===== config.mk =====
export PLATFORM = sky130hd
export DESIGN_NAME = tt_sweep_ctrl_flat
export DESIGN_NICKNAME = d
export VERILOG_FILES = /design/src/rtl/tt_sweep_ctrl_if.sv /design/src/rtl/tt_sweep_ctrl.sv /design/src/flat_wrapper.sv
export SDC_FILE = /design/constraint.sdc
export NUM_CORES = 1
export LEC_CHECK = 0
export ABC_AREA = 1
export CAP_MARGIN = 20
export CORE_UTILIZATION = 53
export CTS_CLUSTER_DIAMETER = 200
export DETAILED_ROUTE_END_ITERATION = 7
export PLACE_DENSITY = 0.78
export SETUP_SLACK_MARGIN = 0.4
export SYNTH_ARGS = -nofsm -noshare
export SYNTH_HDL_FRONTEND = slang
export SYNTH_SLANG_ARGS = --single-unit

===== constraint.sdc =====
create_clock -name clk -period 2.1 [get_ports clk]
set_clock_uncertainty 0.1 [all_clocks]
set_input_delay 0.21 -clock clk [delete_from_list [all_inputs] [get_ports clk]]
set_output_delay 0.21 -clock clk [all_outputs]
set_load 0.01 [all_outputs]

===== src/rtl/tt_sweep_ctrl_if.sv =====
// Signal bundle between the truth-table sweep controller and its two
// table units / host: request inputs, unit outputs, stimulus and results.
interface tt_sweep_ctrl_if;
   logic       start;
   logic       abort;
   logic       y1;
   logic       y2;
   logic       a;
   logic       b;
   logic       c;
   logic       sel;
   logic [7:0] tt1;
   logic [7:0] tt2;
   logic       busy;
   logic       done;
   logic       pass1;
   logic       pass2;

   // Host / table-unit side
   modport master (
      output start, abort, y1, y2,
      input  a, b, c, sel, tt1, tt2, busy, done, pass1, pass2
   );

   // Controller side
   modport slave (
      input  start, abort, y1, y2,
      output a, b, c, sel, tt1, tt2, busy, done, pass1, pass2
   );
endinterface


===== src/rtl/tt_sweep_ctrl.sv =====
// Clocked sequencer that sweeps all 8 {a,b,c} combinations through table 1
// and then table 2, captures each unit's output after a settle delay, and
// checks both captured tables against expected constants.
module tt_sweep_ctrl #(
   parameter int unsigned SETTLE = 2,      // 1..15
   parameter logic [7:0]  EXP1   = 8'hEA,
   parameter logic [7:0]  EXP2   = 8'h96
) (
   input logic           clk,
   input logic           reset,
   tt_sweep_ctrl_if.slave bus
);

   typedef enum logic [1:0] {
      ST_IDLE   = 2'd0,
      ST_DRIVE  = 2'd1,
      ST_SAMPLE = 2'd2,
      ST_DONE   = 2'd3
   } state_t;

   localparam logic [3:0] CNT_LAST = 4'(SETTLE - 1);

   state_t     state_q, state_d;
   logic [2:0] vec_q, vec_d;
   logic       sel_q, sel_d;
   logic [3:0] cnt_q, cnt_d;
   logic [7:0] tt1_q, tt1_d;
   logic [7:0] tt2_q, tt2_d;
   logic       busy_q, busy_d;
   logic       done_q, done_d;
   logic       pass1_q, pass1_d;
   logic       pass2_q, pass2_d;

   // State and output registers with synchronous reset
   always_ff @(posedge clk) begin
      if (reset) begin
         state_q <= ST_IDLE;
         vec_q   <= '0;
         sel_q   <= 1'b0;
         cnt_q   <= '0;
         tt1_q   <= '0;
         tt2_q   <= '0;
         busy_q  <= 1'b0;
         done_q  <= 1'b0;
         pass1_q <= 1'b0;
         pass2_q <= 1'b0;
      end else begin
         state_q <= state_d;
         vec_q   <= vec_d;
         sel_q   <= sel_d;
         cnt_q   <= cnt_d;
         tt1_q   <= tt1_d;
         tt2_q   <= tt2_d;
         busy_q  <= busy_d;
         done_q  <= done_d;
         pass1_q <= pass1_d;
         pass2_q <= pass2_d;
      end
   end

   // Next-state and next-output logic for the sweep sequence
   always_comb begin
      state_d = state_q;
      vec_d   = vec_q;
      sel_d   = sel_q;
      cnt_d   = cnt_q;
      tt1_d   = tt1_q;
      tt2_d   = tt2_q;
      busy_d  = busy_q;
      done_d  = 1'b0;
      pass1_d = pass1_q;
      pass2_d = pass2_q;

      unique case (state_q)
         ST_IDLE: begin
            if (bus.start) begin
               tt1_d   = '0;
               tt2_d   = '0;
               pass1_d = 1'b0;
               pass2_d = 1'b0;
               vec_d   = '0;
               sel_d   = 1'b0;
               cnt_d   = '0;
               busy_d  = 1'b1;
               state_d = ST_DRIVE;
            end
         end

         ST_DRIVE: begin
            if (bus.abort) begin
               busy_d  = 1'b0;
               pass1_d = 1'b0;
               pass2_d = 1'b0;
               state_d = ST_IDLE;
            end else begin
               cnt_d = cnt_q + 4'd1;
               if (cnt_q == CNT_LAST) begin
                  state_d = ST_SAMPLE;
               end
            end
         end

         ST_SAMPLE: begin
            if (bus.abort) begin
               busy_d  = 1'b0;
               pass1_d = 1'b0;
               pass2_d = 1'b0;
               state_d = ST_IDLE;
            end else begin
               if (!sel_q) begin
                  tt1_d[vec_q] = bus.y1;
               end else begin
                  tt2_d[vec_q] = bus.y2;
               end
               if (vec_q != 3'd7) begin
                  vec_d   = vec_q + 3'd1;
                  cnt_d   = '0;
                  state_d = ST_DRIVE;
               end else if (!sel_q) begin
                  vec_d   = '0;
                  sel_d   = 1'b1;
                  cnt_d   = '0;
                  state_d = ST_DRIVE;
               end else begin
                  // Compare against the tables including the final sample so
                  // pass flags are already valid in the done cycle.
                  busy_d  = 1'b0;
                  done_d  = 1'b1;
                  pass1_d = (tt1_d == EXP1);
                  pass2_d = (tt2_d == EXP2);
                  state_d = ST_DONE;
               end
            end
         end

         ST_DONE: begin
            pass1_d = (tt1_q == EXP1);
            pass2_d = (tt2_q == EXP2);
            state_d = ST_IDLE;
         end

         default: begin
            state_d = ST_IDLE;
         end
      endcase
   end

   assign bus.a     = vec_q[2];
   assign bus.b     = vec_q[1];
   assign bus.c     = vec_q[0];
   assign bus.sel   = sel_q;
   assign bus.tt1   = tt1_q;
   assign bus.tt2   = tt2_q;
   assign bus.busy  = busy_q;
   assign bus.done  = done_q;
   assign bus.pass1 = pass1_q;
   assign bus.pass2 = pass2_q;

endmodule


===== src/flat_wrapper.sv =====
// flat-port wrapper written by rule: the top's interface ports become plain ports
module tt_sweep_ctrl_flat 
#(
   parameter int unsigned SETTLE = 2,              
   parameter logic [7:0]  EXP1   = 8'hEA,
   parameter logic [7:0]  EXP2   = 8'h96
)
  (clk, reset, bus_start, bus_abort, bus_y1, bus_y2, bus_a, bus_b, bus_c, bus_sel, bus_tt1, bus_tt2, bus_busy, bus_done, bus_pass1, bus_pass2);
  tt_sweep_ctrl_if bus_i ();
  input logic clk;
  input logic reset;
  input wire logic [$bits(bus_i.start)-1:0] bus_start;
  input wire logic [$bits(bus_i.abort)-1:0] bus_abort;
  input wire logic [$bits(bus_i.y1)-1:0] bus_y1;
  input wire logic [$bits(bus_i.y2)-1:0] bus_y2;
  output wire logic [$bits(bus_i.a)-1:0] bus_a;
  output wire logic [$bits(bus_i.b)-1:0] bus_b;
  output wire logic [$bits(bus_i.c)-1:0] bus_c;
  output wire logic [$bits(bus_i.sel)-1:0] bus_sel;
  output wire logic [$bits(bus_i.tt1)-1:0] bus_tt1;
  output wire logic [$bits(bus_i.tt2)-1:0] bus_tt2;
  output wire logic [$bits(bus_i.busy)-1:0] bus_busy;
  output wire logic [$bits(bus_i.done)-1:0] bus_done;
  output wire logic [$bits(bus_i.pass1)-1:0] bus_pass1;
  output wire logic [$bits(bus_i.pass2)-1:0] bus_pass2;
  assign bus_i.start = bus_start;
  assign bus_i.abort = bus_abort;
  assign bus_i.y1 = bus_y1;
  assign bus_i.y2 = bus_y2;
  assign bus_a = bus_i.a;
  assign bus_b = bus_i.b;
  assign bus_c = bus_i.c;
  assign bus_sel = bus_i.sel;
  assign bus_tt1 = bus_i.tt1;
  assign bus_tt2 = bus_i.tt2;
  assign bus_busy = bus_i.busy;
  assign bus_done = bus_i.done;
  assign bus_pass1 = bus_i.pass1;
  assign bus_pass2 = bus_i.pass2;
  tt_sweep_ctrl #(.SETTLE(SETTLE), .EXP1(EXP1), .EXP2(EXP2)) u_core (.clk(clk), .reset(reset), .bus(bus_i));
endmodule

# After elaboration in Yosys (flattened, before gate mapping)

Index checks and enable logic that the tools add are counted.

$add $sub $neg: 2
Order comparisons: 2
Equality and inequality tests: 18
Muxes and demuxes: 52
Bitwise logic cells: 1
Reduce and logical (&&, ||, !) cells: 12

Operators with widths:

| cell                                                        | count |
|---|---|
| 2-to-1 mux 8 bit                                            | 9 |
| == test 8 bit (second input constant)                       | 4 |
| case mux 8 bit (2 select lines)                             | 2 |
| 2-to-1 mux 4 bit                                            | 5 |
| bitwise mux 8 bit                                           | 2 |
| 2-to-1 mux 1 bit                                            | 16 |
| 2-to-1 mux 2 bit                                            | 6 |
| 2-to-1 mux 3 bit                                            | 4 |
| case mux 4 bit (3 select lines)                             | 1 |
| AND reduction 4 bit                                         | 3 |
| inequality test 2 bit (second input constant)               | 5 |
| AND reduction 5 bit                                         | 2 |
| inequality test 3 bit (second input constant)               | 3 |
| case mux 1 bit (4 select lines)                             | 2 |
| case mux 2 bit (4 select lines)                             | 1 |
| inequality test 3 x 2 -> 1 bit (second input constant)      | 2 |
| case mux 3 bit (2 select lines)                             | 1 |
| adder 4 x 1 -> 4 bit (second input constant)                | 1 |
| == test 2 bit (second input constant)                       | 2 |
| == test 4 x 1 -> 1 bit (second input constant)              | 1 |
| less-than comparator 3 x 4 -> 1 bit (second input constant) | 1 |
| OR reduction 4 bit                                          | 1 |
| adder 3 x 1 -> 3 bit (second input constant)                | 1 |
| demux 1 bit (select 3 bit)                                  | 1 |
| other kinds (11)                                            | 11 |

Register bits: 30
Word-level logic and storage cells: 97

# Depth between registers and ports, before layout

Gate-level depths: netlist of run 1.

Word-level depth: 13
Depth in mapped cells: 12
Depth with buffers taken out: 11

# Worst setup path after synthesis of run 1

Ideal clock, no wire load.

Path kind: register -> register
From: register u_core.vec_q[0]
To: register u_core.cnt_q[2]
Arrival time: 1.471 ns
Data required time: 1.866 ns
Path slack: 0.395 ns
Stages on the path, launching flop included: 9
Clock period less this slack: 1.705 ns
Path through: dfxtp_1 -> ha_1 -> ha_1 -> nand2_1 -> nor2_1 -> inv_1 -> nand4_1 -> o21ai_0 -> nor3_1

Cells in the longest elaborated chain, start to end: 4
Elaborated cells on any way between the ends: 6
Classes of those cells: 2 x eq/ne; 3 x mux; 1 x reduce/logical

RTL lines:

| item                            | RTL line             | source |
|---|---|---|
| start: declaration              | tt_sweep_ctrl.sv:24  | `logic [2:0] vec_q, vec_d;` |
| start signal: assignment        | tt_sweep_ctrl.sv:49  | `vec_q <= vec_d;` |
| inequality test 3 bit *         | tt_sweep_ctrl.sv:115 | `if (vec_q != 3'd7) begin` |
| 2-to-1 mux 4 bit                | tt_sweep_ctrl.sv:115 |  |
| 2-to-1 mux 4 bit                | tt_sweep_ctrl.sv:104 | `if (bus.abort) begin` |
| case mux 4 bit (3 select lines) | tt_sweep_ctrl.sv:74  | `unique case (state_q)` |
| end signal: assignment          | tt_sweep_ctrl.sv:51  | `cnt_q <= cnt_d;` |
| end: declaration                | tt_sweep_ctrl.sv:26  | `logic [3:0] cnt_q, cnt_d;` |

Every way passes the cells marked *; elsewhere a longest branch is shown, timed or not. The select of a mux whose other input is x is not followed.
A chain may end at the register's enable or synchronous reset.

# Worst setup path after layout of run 1

From: register u_core.state_q[0]
To: register u_core.state_q[0]

Cells in the longest elaborated chain, start to end: 3
Elaborated cells on any way between the ends: 8
Classes of those cells: 5 x eq/ne; 1 x mux; 2 x reduce/logical

RTL lines:

| item                                                                                     | RTL line            | source |
|---|---|---|
| start: declaration                                                                       | tt_sweep_ctrl.sv:23 | `state_t state_q, state_d;` |
| start signal: assignment                                                                 | tt_sweep_ctrl.sv:48 | `state_q <= state_d;` |
| == test 2 x 1 -> 1 bit / zero test 2 bit (equally long branches)                         | tt_sweep_ctrl.sv:74 |  |
| inequality test 3 x 2 -> 1 bit (no line) / inequality test 2 bit (equally long branches) | -                   |  |
| AND reduction 2 bit (no line)                                                            | -                   |  |

Parallel ways exist; a longest one is shown, timed or not.

==> summary.txt, run 1 <==
Vias in the first global route - 1,721
Synth area leaders - dfxtp_1 32%, nand2_1 14%, inv_1 9.4%
Synth warn - 0
RSZ-0062 raised after global routing - yes
Chip Height - 61.5 um
Post-DP HPWL - 3.26 mm
GP Congestion - 0.877
Most numerous cell in the Yosys netlist - nand2_1
Synth Flop Type - dfxtp_1
Clk root buf - clkbuf_4
ANT nets after route - 0
Starting Density - 55.8%
Max-cap check violation count - 0
Layout area overhead - 38.0%
Vias per cell - 5.31
Pleak - 0.00103 uW
Pre-antenna DRT Iters - 4
Min Hold Slack - 0.381 ns
Share of cells above drive strength 1 - 23.8%
Peak supply drop - 458 uV
Crit path kind - flop to flop
Crit-path slowest cell - dfxtp_2
Cell Rows - 21
Fmax - 590 MHz
Sequential fraction of the synthesis area - 32.0%
I/O Pins - 30
Overall Global Routing Usage - 28.1%
CP dominant cell by count - inv_1
CP cell instances - buf_4 > ha_2 > inv_1 > nor2_1 > inv_1 > o21ai_1 > inv_1 > o21ai_0 > a31oi_1
Arrival @ worst endpoint - 1.82 ns
Number of remaining DRC errors - 0
Largest net degree at the start of global routing - 18
Hold Crit Class - flop to flop
# setup viols final - 0
Overall Power - 1380 uW
H-tree levels - 2
Initial antenna violation count - 0
Max incr delay on CP - 0.35 ns
Post-synthesis cell count - 290
Filler Cell Count - 272
CTS Sinks - 30
Total grt overflow - 0
Max_slew headroom - 73.2%
Clk Latency, worst-skew pair - 0.35 ns
Die ar. - 3780 um^2
#FFs+latches synth - 30
Post-synthesis cell area - 1880 um^2
Via count - 2,029
CP Max Fanout - 3
Tmin final - 1.70 ns
I/O Buffers - 29
Setup crit start kind - flop
Yosys top cell area share - 32.0%
Final net count - 350
Clock Path Buffers - 2
Final instance area - 2590 um^2
Initial DRC Count - 129
Drt total wl - 5.05 mm
Top post-synthesis cells by count - 69 x nand2_1, 47 x inv_1, 30 x dfxtp_1, 30 x nand3_1, 26 x a21oi_1
Tcrit/Tclk final - 80.7%
Area leader, netlist - dfxtp_1
Fin Setup TNS - 0 ns
Async set-or-reset flop fraction in the synthesized netlist - 0%
Max Slew Vio Count - 0
First-pass GRT wire length - 7.63 mm
Yosys cell types - 26
Slew @ Worst Pin - 0.398 ns
Synth Area per Inst - 6.47 um^2
Status - finished clean
Post-DP Area - 2230 um^2
Antenna diodes - 0
Worst setup EP type - flop
Syn nets - 305
Core Region - 3360 um^2
CTS Buf Count - 5
Wire per inst - 13.2 um
Final hold vios - 0
CTS tree - done
Clk slew on worst S/H paths - 0.10 ns
Number of flops mapped to enable cells by yosys - 0
Power Density - 534 nW/um^2
Die width - 61.5 um
Req. time, crit path - 2.23 ns
[worst max-delay path, delay by kind of cell (launching register included)]
| kind | cells | cell delay [ns] |
|---|---|---|
| compound gates | 3 | 0.49 |
| flops | 1 | 0.35 |
| buf+inv | 4 | 0.35 |
| fa+ha+maj | 1 | 0.20 |
| simple gates | 1 | 0.09 |
[power breakdown]
group	switching [uW]	leakage, uW	total (uW)	internal (uW)
clock	214	0.0000395	466	252
sequential	12.8	0.000246	598	585
combinational	199	0.000744	320	121
[what timing repair did]
action | 4_1_cts | 5_1_grt
hold buffers | 0 | 0
gates resized for setup | 17 | 46
pin swaps | 2 | 10
buffers inserted | 5 | 6
setup endpoints to repair | 27 | 30
[metrics by stage]
stage          cells  setup WS [ns]  utilization, %
6_report         382          0.405            77.0
4_1_cts          376          0.405            70.9
2_1_floorplan    290          0.411               -
5_1_grt          382          0.289            77.0
3_5_place_dp     363          0.228            66.2
3_3_place_gp     363          0.305            66.2
[path summary, 6_finish.rpt]
kind / from / end / slack (ns) / cells after the start
min reg2reg: u_core.bus.tt1[1]$_SDFFE_PP0P_ / u_core.bus.tt1[1]$_SDFFE_PP0P_ / 0.38 / 2
max reg2reg: u_core.state_q[0]$_SDFFE_PP0P_ / u_core.state_q[0]$_SDFFE_PP0P_ / 0.40 / 9
max: u_core.state_q[0]$_SDFFE_PP0P_ / u_core.state_q[0]$_SDFFE_PP0P_ / 0.40 / 9
min: u_core.bus.tt1[1]$_SDFFE_PP0P_ / u_core.bus.tt1[1]$_SDFFE_PP0P_ / 0.38 / 2
[sequential cells by signal (all words and copies together) (netlist names)]
name / flops
u_core.bus.done: 1
u_core.bus.busy: 1
u_core.bus.tt1: 8
u_core.cnt_q: 4
u_core.state_q: 2
u_core.bus.sel: 1
u_core.bus.pass1: 1
u_core.bus.pass2: 1
u_core.bus.tt2: 8
u_core.vec_q: 3
[cells by family (layout without fill, tap and decap cells)]
kind of cell	count (synthesis)	count (layout)	synth area share, %
adder cells (fa/ha/maj)	9	9	6.00
buffers and inverters	60	106	12.9
flip-flops	30	30	32.0
AO/OA/AOI/OAI	47	47	13.8
AND/OR/NAND/NOR	144	144	35.3
[per-layer routing]
layer | routed length [um] | GRT usage, % | up-vias
li1 | - | - | 1038
met1 | 2140 | 34.5 | 914
met2 | 2450 | 44.5 | 65
met3 | 365 | 7.35 | 12
met4 | 96 | 15.9 | 0
met5 | 0 | 0 | -
[cell usage in the layout (no fill, tap or decap), types with 9 or more instances in the layout]
cell             netlist  final
clkdlybuf4s50_1        0     27
inv_1                 47     36
nand4_1                9      9
dfxtp_1               30     24
nand3_1               30     26
buf_4                  3     13
a21oi_1               26     25
nand2_1               69     66
inv_2                  4     11
nor2_1                16     13
[final cells by class]
cell class                      instances  area (um^2)  area share (%)
Timing Repair Buffer                   47          459            17.7
Clock buffer                            7         45.0            1.74
Inverter                               51          203            7.83
Sequential cell                        30          613            23.7
Clock inverter                          1         30.0            1.16
Tap cell                               46         57.6            2.22
Multi-Input combinational cell        200         1180            45.7
Note: power is estimated with default switching activity, not from simulation.
==> run 2, diff against run 1 <==
- clock period: 2.1 -> 1.8 ns (I/O delays scaled with it)
==> run 2 against run 1 <==
The flow now finishes with violations (negative setup slack). Worst hold slack got worse by 0.039 ns. Utilization increased by 6.7 points. Sequential share of layout area fell by 1.4 points. Critical path type unchanged. Non-clock buffer count up 11. Critical path depth increased by 4. Final cell count increased by 2.9%. Critical endpoint is now u_core.bus.pass2$_SDFFE_PP0P_. Via count rose by 8.1%. Clock-buffer cell count decreased by 1. Routed wire length up 21%. Sequential power grew 18%.
==> summary.txt, run 2 (synthesis gave the netlist of run 1 again) <==
Clock Path Buffers - 2
Share of cells above drive strength 1 - 36.0%
Vias in the first global route - 1,683
CTS Hold Bufs - 0
I/O Buffers - 29
Total grt overflow - 0
Failing checks - negative setup slack
CP cell instances - buf_6 > nor2_4 > buf_6 > nand3_2 > nand2_1 > nand2_1 > inv_2 > nand2_2 > nor2_1 > nand3_1 > nand2_1 > nand2_1 > a21oi_2
RSZ-0062 raised after global routing - yes
Overall Global Routing Usage - 27.4%
Max Slew Vio Count - 0
Status - complete, but fails checks
Antenna diodes - 0
Area of the multi-input gates - 1320 um^2
Clk network pwr share - 24.9%
Req. time, crit path - 1.98 ns
Wire per inst - 15.5 um
Post-DP Area - 2360 um^2
Register area - 628 um^2
Final net count - 361
CP dominant cell by count - nand2_1
Sequential share of power - 44.3%
Clk Latency, worst-skew pair - 0.35 ns
Worst setup EP type - flop
Final hold vios - 0
Final instance area - 2820 um^2
Min Hold Slack - 0.341 ns
GP Congestion - 0.907
Via count - 2,194
First-pass GRT wire length - 7.58 mm
Commonest non-fill, non-tap cells in the layout - 59 x nand2_1, 31 x inv_1, 23 x nand3_1, 23 x dlygate4sd2_1
CTS Buf Count - 5
Cell Rows - 21
Max incr delay on CP - 0.38 ns
Crit-path slowest cell - dfxtp_4
Drt total wl - 6.10 mm
Initial DRC Count - 204
I/O Pins - 30
Slew @ Worst Pin - 0.393 ns
Die ar. - 3780 um^2
Sw frac - 35.0%
Crit path kind - flop to flop
Vias per cell - 5.58
Tcrit/Tclk final - 101%
CTS Sinks - 30
Die width - 61.5 um
Pre-antenna DRT Iters - 6
Core Region - 3360 um^2
H-tree levels - 2
Peak supply drop - 548 uV
Final Worst Setup Slack - -0.0258 ns
CTS tree - done
Max-cap check violation count - 0
Pleak - 0.00122 uW
Switching power - 556 uW
# setup viols final - 1
Power Density - 564 nW/um^2
Max_slew headroom - 73.6%
Clk root buf - clkbuf_4
Hold Crit Class - input port to flop
Setup crit start kind - flop
Most common cell after layout, fill and taps aside - nand2_1
Comb pwr share - 30.8%
Tmin final - 1.83 ns
Clk slew on worst S/H paths - 0.10 ns
Arrival @ worst endpoint - 2.00 ns
Starting Density - 55.8%
Initial antenna violation count - 0
Fin Setup TNS - -0.0258 ns
Layout area overhead - 50.1%
Overall Power - 1590 uW
CP Max Fanout - 6
Number of remaining DRC errors - 0
Int Power - 1030 uW
Largest net degree at the start of global routing - 23
Filler Cell Count - 215
Chip Height - 61.5 um
Fmax - 548 MHz
Post-DP HPWL - 3.46 mm
ANT nets after route - 0
[run 2: cell types whose count changed in the layout (fill, tap and decap cells not counted), sizes merged]
cell           delta
inv               +1
clkinvlp          -1
dlygate4sd2      +21
clkdlybuf4s50    -22
bufinv            -1
clkbuf            +1
clkinv            +2
buf              +10
[run 2: power by group through the flow]
stage	Combinational, uW	Sequential, uW	Clock, uW
after floorplan	229	718	0
after global placement	305	723	0
after detailed placement	313	724	0
after CTS	350	703	398
after global routing	525	706	423
final	489	704	396
[run 2: critical path: cells and delay by family (launching register included)]
family                 cells  cell delay [ns]
flip-flops                 1             0.38
buffers and inverters      3             0.33
AO/OA/AOI/OAI              1             0.10
AND/OR/NAND/NOR            9             0.84
[run 2: routing by layer]
layer  vias up  global-route usage [%]  share of wire (%)
li1       1056                       -                  -
met2       123                    43.5                 49
met3        28                    7.56                7.7
met4         0                    6.67                3.6
met5         -                       0                  0
met1       987                    36.9                 40
[run 2: repair_timing]
item | in CTS | in global routing
gates cloned | 0 | 1
pin swaps | 8 | 28
setup endpoints to repair | 53 | 30
resized for setup | 49 | 58
setup buffers | 5 | 14
endpoints found under the hold margin | 0 | 0
[run 2: stage by stage]
stage / setup slack [ns] / utilization, % / std cells
final: -0.0258 / 83.7 / 393
after global routing: -0.102 / 83.7 / 393
after CTS: 0.167 / 74.6 / 378
after detailed placement: 0.0292 / 70.3 / 365
after global placement: 0.0703 / 70.3 / 365
after floorplan: 0.263 / - / 290
[run 2: area by class of cell]
type	instances	area share, %
Inverter	51	7.33
Timing Repair Buffer	58	19.6
Sequential cell	30	22.3
Clock buffer	6	1.47
Clock inverter	2	0.311
Tap cell	46	2.04
Multi-Input combinational cell	200	46.9
[run 2: path summary, 6_finish.rpt]
kind / startpoint / end / slack [ns] / depth (start not counted)
max: u_core.vec_q[1]$_SDFFE_PP0P_ / u_core.bus.pass2$_SDFFE_PP0P_ / -0.03 / 13
min: reset / u_core.bus.done$_SDFF_PP0_ / 0.34 / 2
max reg2reg: u_core.vec_q[1]$_SDFFE_PP0P_ / u_core.bus.pass2$_SDFFE_PP0P_ / -0.03 / 13
min reg2reg: u_core.bus.pass1$_SDFFE_PP0P_ / u_core.bus.pass1$_SDFFE_PP0P_ / 0.38 / 2
==> run 3, diff against run 2 <==
- ABC_AREA: 1 -> unset
- CORE_ASPECT_RATIO: unset -> 0.5
- RECOVER_POWER: unset -> 50
==> run 3 against run 2 <==
Synthesized cell count is 23% lower. The flow now stops in global routing (5_1_grt). Synthesized area is 0.93% lower.
==> summary.txt, run 3 <==
Die width - 85.8 um
I/O Buffers - 29
Chip Height - 43.9 um
Cell Rows - 14
Async set-or-reset flop fraction in the synthesized netlist - 0%
Post-DP HPWL - 3.88 mm
CTS Buf Count - 5
H-tree levels - 2
Error - [ERROR DPL-0038] Utilization greater than 100%, impossible to legalize
Post-synthesis cell count - 222
Most numerous cell in the Yosys netlist - nor2_1
Post-DP Area - 2580 um^2
Clk root buf - clkbuf_8
I/O Pins - 30
Synth Flop Type - dfxtp_1
Syn nets - 237
GP Congestion - 0.845
Worst-path end type - register data pin
Synth Area per Inst - 8.38 um^2
Synth warn - 0
Sequential fraction of the synthesis area - 32.3%
Worst endpoint after global-route timing repair - u_core.bus.pass2$_SDFFE_PP0P_/D
Top post-synthesis cells by count - 38 x nor2_1, 30 x dfxtp_1, 18 x a21oi_1, 14 x mux2i_1, 12 x nand2_1
Clock Path Buffers - 2
Last stage - global routing (5_1_grt)
Post-synthesis cell area - 1860 um^2
Number of flops mapped to enable cells by yosys - 0
Largest net degree at the start of global routing - 19
CTS Sinks - 30
#FFs+latches synth - 30
Area leader, netlist - dfxtp_1
Starting Density - 58.6%
Yosys cell types - 46
Synth area leaders - dfxtp_1 32%, nor2_1 7.7%, mux2i_1 7.5%
Status - did not finish
Yosys top cell area share - 32.3%
-- run 3: cell count changes after synthesis, moves of 6 or more --
cell,delta
a21oi_1,-8
clkbuf_1,+6
inv_1,-43
mux2i_1,+14
nand2_1,-57
nand3_1,-22
nand4_1,-6
nor2_1,+22
nor2_2,-6
o21ai_1,-6
-- run 3: metrics by stage --
stage                     TNS (ns)  util, %  hold slack (ns)  setup slack (ns)  cells
after floorplan             -0.186        -            0.159            -0.133    222
after global placement     -0.0321     81.3            0.372           -0.0264    315
after detailed placement    -0.251     81.3            0.380            -0.132    315
after CTS                  -0.0712     96.3            0.399           -0.0399    344
-- run 3: kinds of logic after synthesis --
family,Yosys count,share of synthesized area [%]
adders and majority gates,9,6.06
DFF,30,32.3
buffers and inverters,22,5.72
AOI/OAI and AO/OA,45,16.3
and+or+nand+nor,97,29.1
muxes,19,10.6
-- run 3: repair_timing --
item	CTS
setup buffers	21
cloned	1
endpoints found under the setup margin	53
hold buffers	0
gates resized for setup	76
pin swaps	35
==> run 4, diff against run 3 <==
- CORE_ASPECT_RATIO: 0.5 -> unset
- CORE_UTILIZATION: 53 -> 38
- CTS_CLUSTER_DIAMETER: 200 -> unset
- PLACE_DENSITY: 0.78 -> unset
- PLACE_DENSITY_LB_ADDON: unset -> 0.15
- SETUP_SLACK_MARGIN: 0.4 -> unset
==> run 4 against run 3 <==
The flow now finishes, with violations (negative setup slack). Synthesized cell count unchanged. Synthesized area is the same.
==> summary.txt, run 4 <==
Overall Power - 1580 uW
Status - complete, but fails checks
Post-DP HPWL - 3.54 mm
Chip Height - 72.0 um
Pleak - 0.00109 uW
CTS Sinks - 30
Max Slew Vio Count - 0
# setup viols final - 1
H-tree levels - 2
Post-synthesis cell count - 222
CP Max Fanout - 2
Number of remaining DRC errors - 0
Total grt overflow - 0
Clock Path Buffers - 2
Peak supply drop - 364 uV
Pre-antenna DRT Iters - 4
Via count - 1,839
Yosys top cell area share - 32.3%
Area of the multi-input gates - 1300 um^2
Wire per inst - 13.8 um
Req. time, crit path - 1.93 ns
Cell Rows - 25
Failing checks - negative setup slack
Vias per cell - 5.18
CTS tree - done
Async set-or-reset flop fraction in the synthesized netlist - 0%
Final instance area - 2780 um^2
Post-synthesis cell area - 1860 um^2
CP cell instances - ha_4 > ha_4 > and2_4 > a2111oi_4 > nand2_1 > or3_1 > a21oi_2
Final Worst Setup Slack - -0.00982 ns
Setup crit start kind - flop
Antenna diodes - 0
Util after Layout - 58.8%
Starting Density - 39.4%
Tcrit/Tclk final - 101%
Max_slew headroom - 76.1%
Slew @ Worst Pin - 0.354 ns
I/O Pins - 30
Worst R2R Path Depth - 7
#FFs+latches synth - 30
Max incr delay on CP - 0.36 ns
Clk Latency, worst-skew pair - 0.29 ns
Bufs and invs on worst path - 0
Layout area overhead - 49.5%
Final hold vios - 0
Top post-synthesis cells by count - 38 x nor2_1, 30 x dfxtp_1, 18 x a21oi_1, 14 x mux2i_1, 12 x nand2_1
Worst setup EP type - flop
Die ar. - 5180 um^2
Fmax - 553 MHz
I/O Buffers - 29
Crit-path slowest cell - dfxtp_4
Tmin final - 1.81 ns
Filler Cell Count - 415
Clk root buf - clkbuf_8
Syn nets - 237
Sequential fraction of the synthesis area - 32.3%
Yosys cell types - 46
Core Region - 4720 um^2
Initial antenna violation count - 0
GP Congestion - 0.847
Hold Crit Class - flop to flop
CP top delay family - simple AND/OR/NAND/NOR gates
Most common cell after layout, fill and taps aside - buf_4
First-pass GRT wire length - 8.00 mm
Power Density - 570 nW/um^2
CTS Buf Count - 5
Synth Area per Inst - 8.38 um^2
Max-cap check violation count - 0
ANT nets after route - 0
Share of cells above drive strength 1 - 31.6%
Clk slew on worst S/H paths - 0.07 ns
Synth warn - 0
Fin Setup TNS - -0.00982 ns
Die width - 72.0 um
Largest net degree at the start of global routing - 18
Register area - 614 um^2
RSZ-0062 raised after global routing - yes
Arrival @ worst endpoint - 1.94 ns
Most numerous cell in the Yosys netlist - nor2_1
Post-DP Area - 2520 um^2
Crit path kind - flop to flop
Drt total wl - 4.89 mm
Hold Crit Depth - 2
Number of flops mapped to enable cells by yosys - 0
Overall Global Routing Usage - 20.4%
Commonest non-fill, non-tap cells in the layout - 42 x buf_4, 37 x nor2_1, 25 x dfxtp_1, 19 x dlygate4sd3_1, 18 x a21oi_1
CP dominant cell by count - ha_4
Synth area leaders - dfxtp_1 32%, nor2_1 7.7%, mux2i_1 7.5%
Crit path depth - 7
Final net count - 302
Synth Flop Type - dfxtp_1
Initial DRC Count - 112
Vias in the first global route - 1,648
Area leader, netlist - dfxtp_1
## run 4: cell counts after synthesis
No cell type changed its count.
## run 4: routing by layer
| layer | up-vias | GRT usage, % | part of all wire (%) |
|---|---|---|---|
| met1 | 855 | 27.7 | 50 |
| li1 | 944 | - | - |
| met4 | 0 | 9.59 | 2.0 |
| met2 | 31 | 30.2 | 44 |
| met5 | - | 0 | 0 |
| met3 | 9 | 5.42 | 3.6 |
## run 4: logic make-up (layout without fill, tap and decap cells)
group	after synthesis	after routing	synth area share [%]
muxes	19	19	10.6
DFF	30	30	32.3
buffers and inverters	22	88	5.72
adders and majority gates	9	9	6.06
AOI/OAI and AO/OA	45	45	16.3
and+or+nand+nor	97	97	29.1
## run 4: final timing paths
kind / start / to / slack (ns)
worst max-delay path: u_core.vec_q[1]$_SDFFE_PP0P_ / u_core.cnt_q[3]$_SDFFE_PP0P_ / -0.01
worst min register to register: u_core.cnt_q[3]$_SDFFE_PP0P_ / u_core.cnt_q[3]$_SDFFE_PP0P_ / 0.39
worst max register to register: u_core.vec_q[1]$_SDFFE_PP0P_ / u_core.cnt_q[3]$_SDFFE_PP0P_ / -0.01
worst min-delay path: u_core.cnt_q[3]$_SDFFE_PP0P_ / u_core.cnt_q[3]$_SDFFE_PP0P_ / 0.39
## run 4: repair_timing
action / 4_1_cts / 5_1_grt
pin swaps: 5 / 10
buffers inserted: 2 / 3
hold buffers: 0 / 0
resized for setup: 9 / 25
endpoints found under the setup margin: 11 / 27
## run 4: cell type report
| cell class | instances | area share [%] |
|---|---|---|
| tap | 67 | 3.02 |
| clock buffer | 7 | 3.11 |
| timing repair buffer | 76 | 24.4 |
| multi-input combinational | 170 | 46.7 |
| sequential | 30 | 22.1 |
| inverter | 4 | 0.540 |
| clock inverter | 1 | 0.180 |
## run 4: worst reg2reg max path, cell delays in order, from the launching register on
cell and delay [ns]:
dfxtp_4 0.36, ha_4 0.16, ha_4 0.15, and2_4 0.14, a2111oi_4 0.30, nand2_1 0.10, or3_1 0.32, a21oi_2 0.12
## run 4: power by group
group | total (uW) | switching (uW) | internal, uW
logic | 336 | 173 | 163
registers | 681 | 8.72 | 672
clock network | 567 | 259 | 308
## run 4: metrics by stage
| stage | setup WS [ns] | hold WS (ns) | std cells |
|---|---|---|---|
| floorplan | -0.141 | 0.159 | 222 |
| global placement | -0.0879 | 0.375 | 342 |
| detailed placement | -0.103 | 0.377 | 342 |
| CTS | -0.0329 | 0.388 | 352 |
| global route | -0.103 | 0.409 | 355 |
| finish | -0.00982 | 0.392 | 355 |
